$ cat config.mk
export PLATFORM = sky130hd
export DESIGN_NAME = fetch_ctrl
export DESIGN_NICKNAME = d
export VERILOG_FILES = /design/src/rtl/fetch_ctrl.sv
export SDC_FILE = /design/constraint.sdc
export NUM_CORES = 1
export LEC_CHECK = 0
export CORE_ASPECT_RATIO = 2
export CORE_UTILIZATION = 30
export DETAILED_ROUTE_END_ITERATION = 16
export MAX_ROUTING_LAYER = met4
export SLEW_MARGIN = 25
export SYNTH_ARGS = -nofsm -noshare
export SYNTH_HDL_FRONTEND = slang
export SYNTH_SLANG_ARGS = --single-unit
$ cat constraint.sdc
create_clock -name clock -period 5 [get_ports clock]
set_input_delay 1.5 -clock clock [delete_from_list [all_inputs] [get_ports clock]]
set_output_delay 1.5 -clock clock [all_outputs]
set_load 0.05 [all_outputs]
$ cat src/rtl/fetch_ctrl.sv
// fetch_ctrl: fetch sequencer between program counter, imem and decode.
// Optional macro FETCH_TIMEOUT_EN adds a FETCH wait timeout and fetch_err.
module fetch_ctrl #(
   parameter int INS_W   = 32,
   parameter int CNT_W   = 32,
   parameter int TIMEOUT = 16
) (
   input  logic             clock,
   input  logic             reset_n,
   input  logic             start,
   input  logic             halt,
   output logic             imem_req,
   input  logic             imem_ack,
   input  logic [INS_W-1:0] imem_rdata,
   output logic             ins_valid,
   output logic [INS_W-1:0] ins_data,
   input  logic             ins_ready,
   input  logic             branch_valid,
   input  logic [INS_W-1:0] branch_offset,
   output logic             pc_en_cnt,
   output logic             pc_en_offset,
   output logic [INS_W-1:0] pc_offset,
   output logic             busy,
   output logic [1:0]       state_o,
   output logic [CNT_W-1:0] fetch_cnt,
   output logic             fetch_err
);

   typedef enum logic [1:0] {
      S_IDLE    = 2'd0,
      S_FETCH   = 2'd1,
      S_ISSUE   = 2'd2,
      S_ADVANCE = 2'd3
   } state_t;

   state_t           r_state;
   state_t           w_next;
   logic [INS_W-1:0] r_ins;
   logic [CNT_W-1:0] r_cnt;
   logic             r_bpend;
   logic [INS_W-1:0] r_boff;
   logic             r_hpend;
   logic             w_go;
   logic             w_timeout;

   assign w_go = start & ~halt;

`ifdef FETCH_TIMEOUT_EN
   localparam int WW = $clog2(TIMEOUT + 1);

   logic [WW-1:0] r_wait;
   logic          r_err;

   assign w_timeout = (r_state == S_FETCH) && !imem_ack &&
                      (r_wait == WW'(TIMEOUT - 1));
   assign fetch_err = r_err;

   // Wait counter: zero outside FETCH, so every FETCH entry starts fresh
   always_ff @(posedge clock or negedge reset_n) begin
      if (!reset_n)
         r_wait <= '0;
      else if (r_state != S_FETCH)
         r_wait <= '0;
      else if (!imem_ack)
         r_wait <= r_wait + WW'(1);
   end

   // Sticky error: set on timeout, cleared by an accepted start
   always_ff @(posedge clock or negedge reset_n) begin
      if (!reset_n)
         r_err <= 1'b0;
      else if (w_timeout)
         r_err <= 1'b1;
      else if (r_state == S_IDLE && w_go)
         r_err <= 1'b0;
   end
`else
   logic w_unused_timeout;

   assign w_unused_timeout = (TIMEOUT > 0);
   assign w_timeout        = 1'b0;
   assign fetch_err        = 1'b0;
`endif

   assign ins_data  = r_ins;
   assign fetch_cnt = r_cnt;
   assign state_o   = r_state;

   // State register
   always_ff @(posedge clock or negedge reset_n) begin
      if (!reset_n)
         r_state <= S_IDLE;
      else
         r_state <= w_next;
   end

   // Next state and state-decoded outputs (no input-to-output paths)
   always_comb begin
      w_next       = r_state;
      imem_req     = 1'b0;
      ins_valid    = 1'b0;
      pc_en_cnt    = 1'b0;
      pc_en_offset = 1'b0;
      pc_offset    = '0;
      busy         = (r_state != S_IDLE);
      unique case (r_state)
         S_IDLE: begin
            if (w_go)
               w_next = S_FETCH;
         end
         S_FETCH: begin
            imem_req = 1'b1;
            if (imem_ack)
               w_next = S_ISSUE;
            else if (w_timeout)
               w_next = S_IDLE;
         end
         S_ISSUE: begin
            ins_valid = 1'b1;
            if (ins_ready)
               w_next = S_ADVANCE;
         end
         S_ADVANCE: begin
            if (r_bpend) begin
               pc_en_offset = 1'b1;
               pc_offset    = r_boff;
            end else begin
               pc_en_cnt = 1'b1;
            end
            if (r_hpend || halt)
               w_next = S_IDLE;
            else
               w_next = S_FETCH;
         end
         default: w_next = S_IDLE;
      endcase
   end

   // Latch the fetched word; hold it through ISSUE and beyond
   always_ff @(posedge clock or negedge reset_n) begin
      if (!reset_n)
         r_ins <= '0;
      else if (r_state == S_FETCH && imem_ack)
         r_ins <= imem_rdata;
   end

   // Count instructions accepted by decode, wrapping naturally
   always_ff @(posedge clock or negedge reset_n) begin
      if (!reset_n)
         r_cnt <= '0;
      else if (r_state == S_ISSUE && ins_ready)
         r_cnt <= r_cnt + CNT_W'(1);
   end

   // Branch capture: last wins; a new one in ADVANCE survives consumption
   always_ff @(posedge clock or negedge reset_n) begin
      if (!reset_n) begin
         r_bpend <= 1'b0;
         r_boff  <= '0;
      end else if (r_state != S_IDLE && branch_valid) begin
         r_bpend <= 1'b1;
         r_boff  <= branch_offset;
      end else if (r_state == S_ADVANCE) begin
         r_bpend <= 1'b0;
      end
   end

   // Halt request held until the in-flight instruction has advanced
   always_ff @(posedge clock or negedge reset_n) begin
      if (!reset_n)
         r_hpend <= 1'b0;
      else if (r_state == S_ADVANCE || w_timeout)
         r_hpend <= 1'b0;
      else if (r_state != S_IDLE && halt)
         r_hpend <= 1'b1;
   end

endmodule

==> results.json, run 1 <==
{
  "area_growth_syn_to_layout_pct": 50.7,
  "setup_tns_ps": 0,
  "wl_um": 11200,
  "syn_avg_cell_area_um2": 12.9,
  "grt_max_degree": 65,
  "n_fill_cell": 1373,
  "grt_pass1_wl_um": 17900,
  "drive_above_1_share": 0.191,
  "routed_via_density": 4.65,
  "critPathLaunch": "state_o[0]",
  "finClkSkew_ps": 5.70,
  "multi_input_area_um2": 1750,
  "synth_nets": 415,
  "worst-path-buf-inv": 2,
  "chipWidth_um": 87.3,
  "crit_path_cell_trace": "ha_1, inv_1, nor2_1, clkdlybuf4s50_1",
  "grt_overflow_total": 0,
  "fmax_mhz": 236,
  "worst_slew_pin_slew_ps": 910,
  "row_count": 62,
  "seqCellArea_um2": 2500,
  "worst_ir_drop_vdd_mv": 0.347,
  "diodes": 0,
  "num_vias": 3277,
  "synth_top_area_cell": "dfrtp_1",
  "setup_viol": 0,
  "path_delay_family": "buffers and inverters",
  "rr_worst_depth": 6,
  "worstSkewPairLatency_ps": 340,
  "nets": 584,
  "drtPass1Iterations": 4,
  "die_h_um": 173,
  "synth_seq_cells": 100,
  "critPathSlowestCell": "clkdlybuf4s50_1",
  "ys_top_cells_by_area": "dfrtp_1 57%, mux2_2 17%, and3_1 4.7%",
  "regToRegEndpoint": "fetch_cnt[21]",
  "min_path_cells": 1,
  "yosys_most_used_dff": "dfrtp_1",
  "mostFrequentLayoutCell": "clkdlybuf4s50_1",
  "clk_pin_slew_worst_paths_ps": 70,
  "synth_top_area_frac": 0.573,
  "clockBufferDepth": 2,
  "grt_pass1_vias": 3423,
  "min_path_type": "reg2reg",
  "start_util": 0.306,
  "postPlaceCellArea_um2": 6280,
  "hpwl_um": 8230,
  "pin_count": 175,
  "portBuffers": 173,
  "gp_congestion": 0.733,
  "yosysWarnings": 0,
  "rsz0062_at_grt": "no",
  "core_area_um2": 14300,
  "cts_tree": "done",
  "min_period_ps": 4250,
  "async_reset_ff_frac": 1.00,
  "end_kind": "primary output",
  "p_per_area_nw_per_um2": 626,
  "critPathRequiredTime_ps": 3500,
  "final_cell_mix": "172 x clkdlybuf4s50_1, 100 x dfrtp_1, 66 x mux2_2",
  "antenna_found_initial": 0,
  "cts_htree_levels": 3,
  "drcViolationCount": 0,
  "dp_cells": 689,
  "cts_resized": 0,
  "post_cts_buffers": 0,
  "holdBufCountCts": 0,
  "leakage_nw": 2.89,
  "drt_iter0_drc": 87,
  "final_area_um2": 6590,
  "slew-limit-headroom": 0.393,
  "cts_sinks": 100,
  "grtUsageTotal": 0.159,
  "startpoint_type": "flip-flop",
  "ant_nets": 0,
  "synth_area_um2": 4370,
  "timing.rr.start": "state_o[0]",
  "fin_crit_sh": 0.849,
  "cp.arrival_ps": 2750,
  "hp-start": "fetch_cnt[31]",
  "synth_edf_count": 0,
  "drv_cap": 0,
  "wl_per_cell_um": 15.8,
  "hold_end": "fetch_cnt[31]",
  "drv_slew": 0,
  "clk_root_buffer_cell": "clkbuf_16",
  "worstSetupPathType": "reg2out",
  "die_area_um2": 15100,
  "instances_no_fill": 705,
  "reg2reg_slack_ps": 2620,
  "ys_types": 35,
  "slowest_delay_ps": 830,
  "ys_seq_area_frac": 0.573,
  "hold_viol_final": 0,
  "cp_max_fo": 35,
  "synth_cells": 339,
  "numCtsBuffers": 9,
  "outcome": "finished clean"
}
==> metal layers <==
layer	global-route usage	up-vias	part of all wire
met1	0.168	1635	0.36
met2	0.283	111	0.56
met5	-	-	0
li1	-	1516	-
met4	0.0560	0	0.023
met3	0.0358	15	0.048
==> power by group <==
| part | internal [mW] | total (mW) | switching (mW) |
|---|---|---|---|
| registers | 1.09 | 1.28 | 0.187 |
| logic | 0.813 | 2.14 | 1.32 |
| clock network | 0.404 | 0.712 | 0.308 |
==> cell usage after synthesis, drive strengths merged (2+ instances only) <==
cell    number
ha           5
clkbuf      12
xnor2       10
and4         4
nand4        7
dfrtp      100
and3        33
or2          2
nor4         9
xor2        21
inv         11
nor2         8
nand2       16
nand3        7
mux2        66
and2         2
buf          6
nor3         9
==> worst reg2reg max path, delay by kind of cell, from the launching register on <==
kind,cells,cell delay (ps)
XOR/XNOR,1,200
adder cells (fa/ha/maj),1,320
buffers and inverters,1,130
flip-flops,1,450
AND/OR/NAND/NOR,3,1220
==> worst max path at each step <==
stage | end | slack, ps | depth (start not counted)
after floorplan | pc_en_cnt | 1740 | 3
after global placement | pc_en_cnt | 1190 | 4
after detailed placement | pc_en_cnt | 1130 | 4
after CTS | pc_en_cnt | 730 | 4
after global routing | pc_en_cnt | 520 | 4
final | pc_en_cnt | 750 | 4
==> metrics by stage <==
| step | setup slack [ps] | hold slack [ps] | total power [mW] | util |
|---|---|---|---|---|
| CTS | 734 | 486 | 4.18 | 0.461 |
| finish | 755 | 488 | 4.13 | 0.461 |
| floorplan | 1740 | 456 | 2.70 | - |
| global placement | 1190 | 465 | 3.41 | 0.440 |
| detailed placement | 1130 | 476 | 3.45 | 0.440 |
| global route | 519 | 516 | 4.32 | 0.461 |
==> cell type report <==
cell class / instances / area share
clock buffers: 11 / 0.0369
clock inverters: 5 / 0.00912
inverters: 11 / 0.00627
multi-input cells: 210 / 0.265
flip-flops and latches: 100 / 0.380
well taps: 192 / 0.0365
repair buffers: 176 / 0.266
==> registers in the layout (all words and copies together), names as in the netlist <==
signal,count
r_boff,32
fetch_cnt,32
r_bpend,1
state_o,2
r_hpend,1
ins_data,32
==> logic make-up (layout without fill, tap and decap cells) <==
logic type / count (synthesis) / after routing / share of synthesized area
and+or+nand+nor: 101 / 101 / 0.142
DFF: 100 / 100 / 0.573
muxes: 66 / 66 / 0.170
xor gates and xnor gates: 31 / 31 / 0.0621
buffers and inverters: 29 / 203 / 0.0278
AOI/OAI and AO/OA: 6 / 6 / 0.00974
adders and majority gates: 5 / 5 / 0.0143
other: 1 / 1 / 0.000858
Note: power is estimated with default switching activity, not from simulation.
==> run 2, diff against run 1 <==
clock period = 3.73 ns   (was 5 ns; I/O delays follow)
==> run 2 against run 1 <==
Net effect:
- final cell count up 0.14%
- utilization is 0.061 points lower
- wire length fell by 0.21%
- sequential cell count is the same
- die area is the same
- register-to-register slack got worse by 1200 ps
==> results.json, run 2 (same netlist as run 1, synthesis figures left out) <==
{
  "outcome": "finished clean",
  "cts_htree_levels": 3,
  "clockBufferDepth": 2,
  "holdBufCountCts": 0,
  "mostFrequentLayoutCell": "clkdlybuf4s50_1",
  "crit_path_cell_trace": "and3_1, clkdlybuf4s50_1",
  "hold_viol_final": 0,
  "startpoint_type": "flip-flop",
  "gp_congestion": 0.751,
  "cp_max_fo": 35,
  "final_cell_mix": "172 x clkdlybuf4s50_1, 100 x dfrtp_1, 66 x mux2_2",
  "drv_slew": 0,
  "grt_max_degree": 57,
  "clkPwrFrac": 0.162,
  "fmax_mhz": 288,
  "n_fill_cell": 1364,
  "min_period_ps": 3470,
  "p_per_area_nw_per_um2": 831,
  "setup_tns_ps": 0,
  "timing.rr.start": "state_o[0]",
  "chipWidth_um": 87.3,
  "p_switching_mw": 2.45,
  "start_util": 0.306,
  "routed_via_density": 4.58,
  "rsz0062_at_grt": "no",
  "swShare": 0.449,
  "critPathSlowestCell": "dfrtp_1",
  "fin_util": 0.461,
  "cts_tree": "done",
  "hold_end": "fetch_cnt[31]",
  "die_area_um2": 15100,
  "worstSkewPairLatency_ps": 350,
  "drive_above_1_share": 0.195,
  "internal_power_mw": 3.01,
  "min_path_cells": 1,
  "setup_viol": 0,
  "cts_resized": 0,
  "hpwl_um": 8080,
  "wl_um": 11100,
  "portBuffers": 173,
  "rr_worst_depth": 6,
  "drtPass1Iterations": 4,
  "slowest_delay_ps": 910,
  "pwr-share-comb": 0.523,
  "wl_per_cell_um": 15.8,
  "grt_overflow_total": 0,
  "clk_root_buffer_cell": "clkbuf_16",
  "critPathRequiredTime_ps": 2610,
  "worstSetupPathType": "reg2out",
  "num_vias": 3231,
  "leakage_nw": 2.89,
  "seq_power_share": 0.314,
  "cts_sinks": 100,
  "finClkSkew_ps": 9.03,
  "cp.arrival_ps": 2350,
  "worst_ir_drop_vdd_mv": 0.463,
  "numCtsBuffers": 9,
  "drv_cap": 0,
  "ant_nets": 0,
  "row_count": 62,
  "grtUsageTotal": 0.156,
  "diodes": 0,
  "fin_crit_sh": 0.930,
  "clk_pin_slew_worst_paths_ps": 70,
  "worst_slew_pin_slew_ps": 871,
  "pin_count": 175,
  "drt_iter0_drc": 49,
  "die_h_um": 173,
  "slew-limit-headroom": 0.419,
  "nets": 585,
  "area_growth_syn_to_layout_pct": 50.5,
  "reg2reg_slack_ps": 1400,
  "end_kind": "primary output",
  "hp-start": "fetch_cnt[31]",
  "post_cts_buffers": 0,
  "antenna_found_initial": 0,
  "regToRegEndpoint": "fetch_cnt[21]",
  "grt_pass1_wl_um": 17400,
  "core_area_um2": 14300,
  "min_path_type": "reg2reg",
  "drcViolationCount": 0,
  "grt_pass1_vias": 3276
}
run 2: cell count changes in the layout (fill, tap and decap cells not counted):
cell | previous run | this run
clkinv_2 | 1 | 3
clkbuf_8 | 1 | 0
clkinv_4 | 1 | 0
buf_12 | 0 | 1
bufinv_16 | 1 | 0
clkbuf_1 | 1 | 0
inv_6 | 1 | 3
run 2: layer usage:
metal  track usage  up-vias  share of wire
met2         0.274      108           0.55
met1         0.166     1591           0.38
met4        0.0512        0          0.019
met5             -        -              0
met3        0.0401       15          0.052
li1              -     1517              -
run 2: area by class of cell:
cell class	instances	area, um2	area share
sequential	100	2500	0.380
timing repair buffer	177	1770	0.269
multi-input combinational	210	1750	0.266
tap	192	240	0.0365
clock buffer	9	225	0.0342
clock inverter	7	48.8	0.00742
inverter	11	41.3	0.00628
run 2: critical path, delay by kind of cell (launching register included):
family	cells	cell delay, ps
DFF	1	910
and+or+nand+nor	1	280
buffers and inverters	1	810
run 2: worst max-delay path by stage:
stage	to	depth (start not counted)	startpoint	slack, ps
finish	pc_offset[11]	2	r_bpend	260
detailed placement	fetch_cnt[21]	5	ins_ready	600
global route	pc_en_cnt	5	state_o[0]	110
CTS	pc_en_cnt	5	state_o[0]	240
floorplan	pc_en_cnt	3	state_o[0]	850
global placement	fetch_cnt[21]	5	ins_ready	580
run 2: metrics by stage:
step                      setup WS, ps  cell area, um2  std cells  total power [mW]  hold slack (ps)
final                              261            6580        706              5.47              491
after global routing               108            6580        706              5.72              514
after CTS                          240            6580        706              5.54              492
after detailed placement           597            6300        690              4.63              483
after global placement             585            6300        690              4.57              463
after floorplan                    850            4370        339              3.62              456
run 2: power by group through the flow:
| stage | clock network [mW] | registers, mW | logic (mW) |
|---|---|---|---|
| 5_1_grt | 0.954 | 1.78 | 2.99 |
| 6_report | 0.888 | 1.72 | 2.86 |
| 2_1_floorplan | 0 | 2.41 | 1.20 |
| 4_1_cts | 0.920 | 1.72 | 2.89 |
| 3_3_place_gp | 0 | 1.72 | 2.85 |
| 3_5_place_dp | 0 | 1.74 | 2.89 |
